$ cat config.mk
export PLATFORM = sky130hd
export DESIGN_NAME = dcache_mem_arbiter
export DESIGN_NICKNAME = d
export VERILOG_FILES = /design/src/rtl/dcache_mem_arbiter.sv
export SDC_FILE = /design/constraint.sdc
export NUM_CORES = 1
export LEC_CHECK = 0
export BUFFER_PORTS_ARGS = -buffer_cell sky130_fd_sc_hd__buf_2
export CAP_MARGIN = 20
export CORE_AREA = 10 10 298 300
export CTS_CLUSTER_DIAMETER = 40
export DETAILED_ROUTE_END_ITERATION = 16
export DIE_AREA = 0 0 308 310
export GPL_ROUTABILITY_DRIVEN = 0
export PLACE_DENSITY = 0.3
export SYNTH_ARGS = -nofsm -noshare
export SYNTH_HDL_FRONTEND = slang
export SYNTH_SLANG_ARGS = --single-unit
$ cat constraint.sdc
create_clock -name clk_i -period 4.68 [get_ports clk_i]
set_input_delay 0.234 -clock clk_i [delete_from_list [all_inputs] [get_ports clk_i]]
set_output_delay 0.234 -clock clk_i [all_outputs]
set_load 0.05 [all_outputs]
$ cat src/rtl/dcache_mem_arbiter.sv
// Round-robin arbiter sharing the dcache tag/data port among NR_PORTS requesters, with owner lock.
// Define DCACHE_ARB_STARVE_GUARD_EN to add per-port wait counters that override round-robin.
module dcache_mem_arbiter #(
   parameter int NR_PORTS   = 3,
   parameter int ADDR_WIDTH = 64,
   parameter int DATA_WIDTH = 128,
   parameter int MAX_WAIT   = 15
) (
   input  logic                           clk_i,
   input  logic                           rst_i,
   input  logic [NR_PORTS-1:0]            req_i,
   input  logic [NR_PORTS-1:0]            lock_i,
   input  logic [NR_PORTS-1:0]            we_i,
   input  logic [NR_PORTS*ADDR_WIDTH-1:0] addr_i,
   input  logic [NR_PORTS*DATA_WIDTH-1:0] wdata_i,
   output logic [NR_PORTS-1:0]            gnt_o,
   output logic [NR_PORTS-1:0]            rvalid_o,
   input  logic                           mem_ready_i,
   output logic                           mem_req_o,
   output logic                           mem_we_o,
   output logic [ADDR_WIDTH-1:0]          mem_addr_o,
   output logic [DATA_WIDTH-1:0]          mem_wdata_o,
   output logic                           lock_active_o,
   output logic [NR_PORTS-1:0]            starve_o
);

   // Handshake: a port's request is accepted in the cycle gnt_o[i]=1 (same cycle as
   // req_i[i]); mem_req_o marks that access, and a read answers with rvalid_o[i] exactly
   // one cycle later. Nothing is granted while mem_ready_i=0 or rst_i=1.

   localparam int PTR_W = (NR_PORTS > 1) ? $clog2(NR_PORTS) : 1;

   typedef enum logic {
      LOCK_IDLE = 1'b0,
      LOCK_HELD = 1'b1
   } lock_state_e;

   lock_state_e           lock_q, lock_d;
   logic [PTR_W-1:0]      rr_ptr_q, rr_ptr_d;
   logic [PTR_W-1:0]      owner_q, owner_d;
   logic [NR_PORTS-1:0]   id_q, id_d;
   logic [PTR_W-1:0]      winner;
   logic [PTR_W-1:0]      scan_idx;
   logic                  gnt_valid;
   logic                  arb_en;
   logic [NR_PORTS-1:0]   gnt;
   logic [NR_PORTS-1:0]   starve;

   assign arb_en = mem_ready_i & ~rst_i;

`ifdef DCACHE_ARB_STARVE_GUARD_EN
   localparam int CNT_W = (MAX_WAIT > 0) ? $clog2(MAX_WAIT + 1) : 1;

   logic [CNT_W-1:0] wait_cnt_q [NR_PORTS];

   for (genvar i = 0; i < NR_PORTS; i++) begin : g_wait_cnt
      // Counts cycles a port was ready to go but lost; saturates at MAX_WAIT.
      always_ff @(posedge clk_i) begin
         if (rst_i) begin
            wait_cnt_q[i] <= '0;
         end else if (!req_i[i] || gnt[i]) begin
            wait_cnt_q[i] <= '0;
         end else if (mem_ready_i && (wait_cnt_q[i] != CNT_W'(MAX_WAIT))) begin
            wait_cnt_q[i] <= wait_cnt_q[i] + 1'b1;
         end
      end
      assign starve[i] = (wait_cnt_q[i] == CNT_W'(MAX_WAIT));
   end
`else
   logic unused_max_wait;
   assign unused_max_wait = ^MAX_WAIT;
   assign starve          = '0;
`endif

   // Arbitration and lock/pointer next state.
   always_comb begin
      winner    = '0;
      scan_idx  = '0;
      gnt_valid = 1'b0;
      rr_ptr_d  = rr_ptr_q;
      owner_d   = owner_q;
      lock_d    = lock_q;

      if (arb_en) begin
         if (lock_q == LOCK_HELD) begin
            if (req_i[owner_q]) begin
               winner    = owner_q;
               gnt_valid = 1'b1;
            end
         end else begin
            // A starving port (lowest index first) jumps the round-robin order.
            for (int i = 0; i < NR_PORTS; i++) begin
               if (!gnt_valid && starve[i] && req_i[i]) begin
                  winner    = PTR_W'(i);
                  gnt_valid = 1'b1;
               end
            end
            for (int k = 0; k < NR_PORTS; k++) begin
               scan_idx = PTR_W'((int'(rr_ptr_q) + k) % NR_PORTS);
               if (!gnt_valid && req_i[scan_idx]) begin
                  winner    = scan_idx;
                  gnt_valid = 1'b1;
               end
            end
         end
      end

      if (gnt_valid) begin
         rr_ptr_d = (winner == PTR_W'(NR_PORTS - 1)) ? '0 : winner + 1'b1;
         if (lock_i[winner]) begin
            lock_d  = LOCK_HELD;
            owner_d = winner;
         end else begin
            lock_d  = LOCK_IDLE;
         end
      end
   end

   always_comb begin
      for (int i = 0; i < NR_PORTS; i++) begin
         gnt[i] = gnt_valid && (winner == PTR_W'(i));
      end
   end

   // Writes never return data, so they never raise the response ID.
   assign id_d = gnt & ~we_i;

   always_ff @(posedge clk_i) begin
      if (rst_i) begin
         lock_q   <= LOCK_IDLE;
         rr_ptr_q <= '0;
         owner_q  <= '0;
         id_q     <= '0;
      end else begin
         lock_q   <= lock_d;
         rr_ptr_q <= rr_ptr_d;
         owner_q  <= owner_d;
         id_q     <= id_d;
      end
   end

   assign gnt_o         = gnt;
   assign rvalid_o      = id_q;
   assign mem_req_o     = |gnt;
   assign mem_we_o      = gnt_valid & we_i[winner];
   assign mem_addr_o    = gnt_valid ? addr_i[winner*ADDR_WIDTH +: ADDR_WIDTH] : '0;
   assign mem_wdata_o   = gnt_valid ? wdata_i[winner*DATA_WIDTH +: DATA_WIDTH] : '0;
   assign lock_active_o = (lock_q == LOCK_HELD);
   assign starve_o      = starve;

`ifndef SYNTHESIS
   always @(posedge clk_i) begin
      if (!rst_i) begin
         assert ($onehot0(gnt)) else $error("gnt_o not one-hot0: %b", gnt);
         assert ($onehot0(id_q)) else $error("rvalid_o not one-hot0: %b", id_q);
      end
   end
`endif

endmodule

==> impl_metrics.toml <==
[sta]
maxSlewViolCount = 0
period_needed_ns = 3.69
worst_slew_pin_slew_ns = 0.826
maxSlewHeadroom_pct = 44.9
setup_viol = 0
finalClockSkew_ns = 0.00436
fin_setup_tns_ns = 0
period_share_pct = 78.9
rsz0062_at_grt = "no"
fmax_mhz = 271
final_hold_viol_count = 0

[power_and_ir_drop]
netSwitchingFraction_pct = 64.8
p_leak_uw = 0.00630
power_density_nw_per_um2 = 231
clockPowerShare_pct = 7.0
netSwitchingPower_uw = 1390
comb_power_share_pct = 89.5
irDropWorstVdd_uv = 125
internal_power_uw = 757
p_total_uw = 2150
pwr-share-seq_pct = 3.5

[floorplanning]
dieArea_um2 = 95500
die_y_um = 310
fp-row-count = 106
die_w_um = 308
num_io_pins = 792
core_area_um2 = 82900
initial_core_util_pct = 5.19

[clock_network]
cts_tree = "yes"
h-tree-depth = 1
cts-resized-gates = 0
clock_latency_ns = 0.23
cts_hold_buf = 0
root_buffer = "clkbuf_16"
clock_sinks = 8
clk_pin_slew_ns = 0.04
cts_buffers = 3
cts_setup_buffers = 0
clockBufferDepth = 2

[synth]
netlist-cell-type-count = 40
synth_edf_count = 0
async_flop_share_pct = 0
synthFlopType = "dfxtp_1"
syn_avg_cell_area_um2 = 8.08
synth_area_um2 = 4300
ys.warnings.count = 0
seq_area_frac_synth_pct = 3.73
syn_inst = 532
synth-seq-cells = 8

[global_routing]
grtUsageMet2_pct = 19.1
antenna_found_initial = 42
track_usage_pct = 10.7
grt_pass1_vias = 8604
met1_usage_pct = 12.5
grt_pass1_wl_mm = 72.4
use_met3_pct = 3.90
busiest_layer = "met2"
grt_start_max_net_pins = 130
grt-ovfl-total = 0

[place]
numPortBuffers = 788
placed_cells = 2341
dp_hpwl_mm = 50.8
place_area_um2 = 9210

[worst_setup_path]
r2r_setup_slack_ns = 2.00
crit_required_ns = 4.45
critPathMaxFanout = 56
setup.worst_path.end = "mem_addr_o[6]"
crit_path_end_kind = "primary output"
r2r-start = "rr_ptr_q[0]"
startpoint_type = "flip-flop"
worstSetupStartpoint = "rr_ptr_q[0]"
reg2reg_to = "rvalid_o[0]"
reg2reg_depth = 9
path_class = "reg -> out"
worstPathArrival_ns = 3.46

[route]
dr.pass1.iters = 7
routed_wl_mm = 56.4
drt-initial-drc-count = 534
vias = 8231
viasPerCell = 3.50
routedWlPerCell_um = 24.0
post-route-drc-count = 0
drt.antenna.violating_nets = 0

[layout]
design_area_um2 = 9300
final_common_cell = "buf_2"
synthToLayoutAreaGrowth_pct = 116
finalNonFillerCells = 2350
fillers = 9724
nets = 1858
drive_above_1_share_pct = 63.7
layout_common_cells = "788 x buf_2, 192 x a22o_1, 190 x a21o_1"
final_core_util_pct = 11.2

[run]
cap_violations = 0

[worst_hold_path]
hold_path_class = "in -> reg"

[run_status]
outcome = "finished, final reports clean"
[layer usage]
metal	wire length (um)	part of all wire (%)
met5	126	0.22
met4	940	1.7
met3	5760	10
met2	27300	48
met1	22300	40
[stage by stage]
stage / worst slack [ns] / hold WS (ns)
2_1_floorplan: 1.06 / 0.310
3_3_place_gp: 1.01 / 0.416
3_5_place_dp: 0.994 / 0.418
4_1_cts: 0.740 / 0.164
5_1_grt: 0.649 / 0.165
6_report: 0.987 / 0.173
[logic make-up (layout without fill, tap and decap cells)]
group	count (synthesis)	in the layout	synth area share [%]
and+or+nand+nor	24	24	3.41
DFF	8	8	3.73
AOI/OAI and AO/OA	417	417	77.7
muxes	3	3	0.728
other	1	9	0.0872
buffers and inverters	75	805	13.2
adders and majority gates	4	4	1.16
[sequential cells by signal, indices dropped and copies added, names as in the netlist]
signal	count
lock_active_o	1
rvalid_o	3
rr_ptr_q	2
owner_q	2
[final cells by class]
class | count | area (um^2) | share of cell area, %
Antenna cell | 6 | 15.0 | 0.161
Multi-Input combinational cell | 451 | 3590 | 38.6
Tap cell | 1080 | 1350 | 14.5
Sequential cell | 8 | 160 | 1.72
Inverter | 7 | 26.3 | 0.282
Clock buffer | 3 | 75.1 | 0.807
Timing Repair Buffer | 795 | 4080 | 43.9
[worst min-delay path by stage]
stage / start / to / cells past startpoint
floorplan: we_i[0] / rvalid_o[0] / 1
global placement: we_i[1] / rvalid_o[1] / 2
detailed placement: we_i[1] / rvalid_o[1] / 2
CTS: we_i[1] / rvalid_o[1] / 2
global route: we_i[1] / rvalid_o[1] / 2
finish: we_i[1] / rvalid_o[1] / 2
[critical path, cell delays in order (launching register included)]
cell and delay [ns]:
dfxtp_1 0.37, inv_1 0.08, ha_1 0.27, a21bo_2 0.23, a21oi_1 0.16, nor3b_1 0.08
a211o_1 0.38, inv_2 0.15, and2_4 0.50, buf_12 0.33, a21o_1 0.28, buf_2 0.32
[cell usage after synthesis, types with 2 or more instances]
cell type | n | area share [%]
a22o_1 | 192 | 39
a21o_1 | 190 | 33
buf_6 | 30 | 7.9
buf_2 | 15 | 1.7
clkbuf_1 | 12 | 1.0
o21ai_0 | 11 | 1.3
buf_4 | 8 | 1.4
dfxtp_1 | 8 | 3.7
nand2_1 | 7 | 0.61
a21oi_1 | 6 | 0.70
inv_1 | 6 | 0.52
nor3b_1 | 6 | 1.0
a22oi_1 | 5 | 0.87
ha_1 | 4 | 1.2
a211oi_1 | 2 | 0.35
buf_1 | 2 | 0.17
mux2i_1 | 2 | 0.47
nor2_1 | 2 | 0.17
nor2b_1 | 2 | 0.29
o211ai_1 | 2 | 0.35
[power by group through the flow]
stage	combinational (uW)	clock [uW]	sequential, uW
after floorplan	1300	0	80.1
after global placement	1940	0	77.3
after detailed placement	1940	0	76.9
after CTS	1940	158	75.7
after global routing	2020	162	76.3
final	1920	151	75.7
No activity file was read; power rests on OpenSTA's default activity.
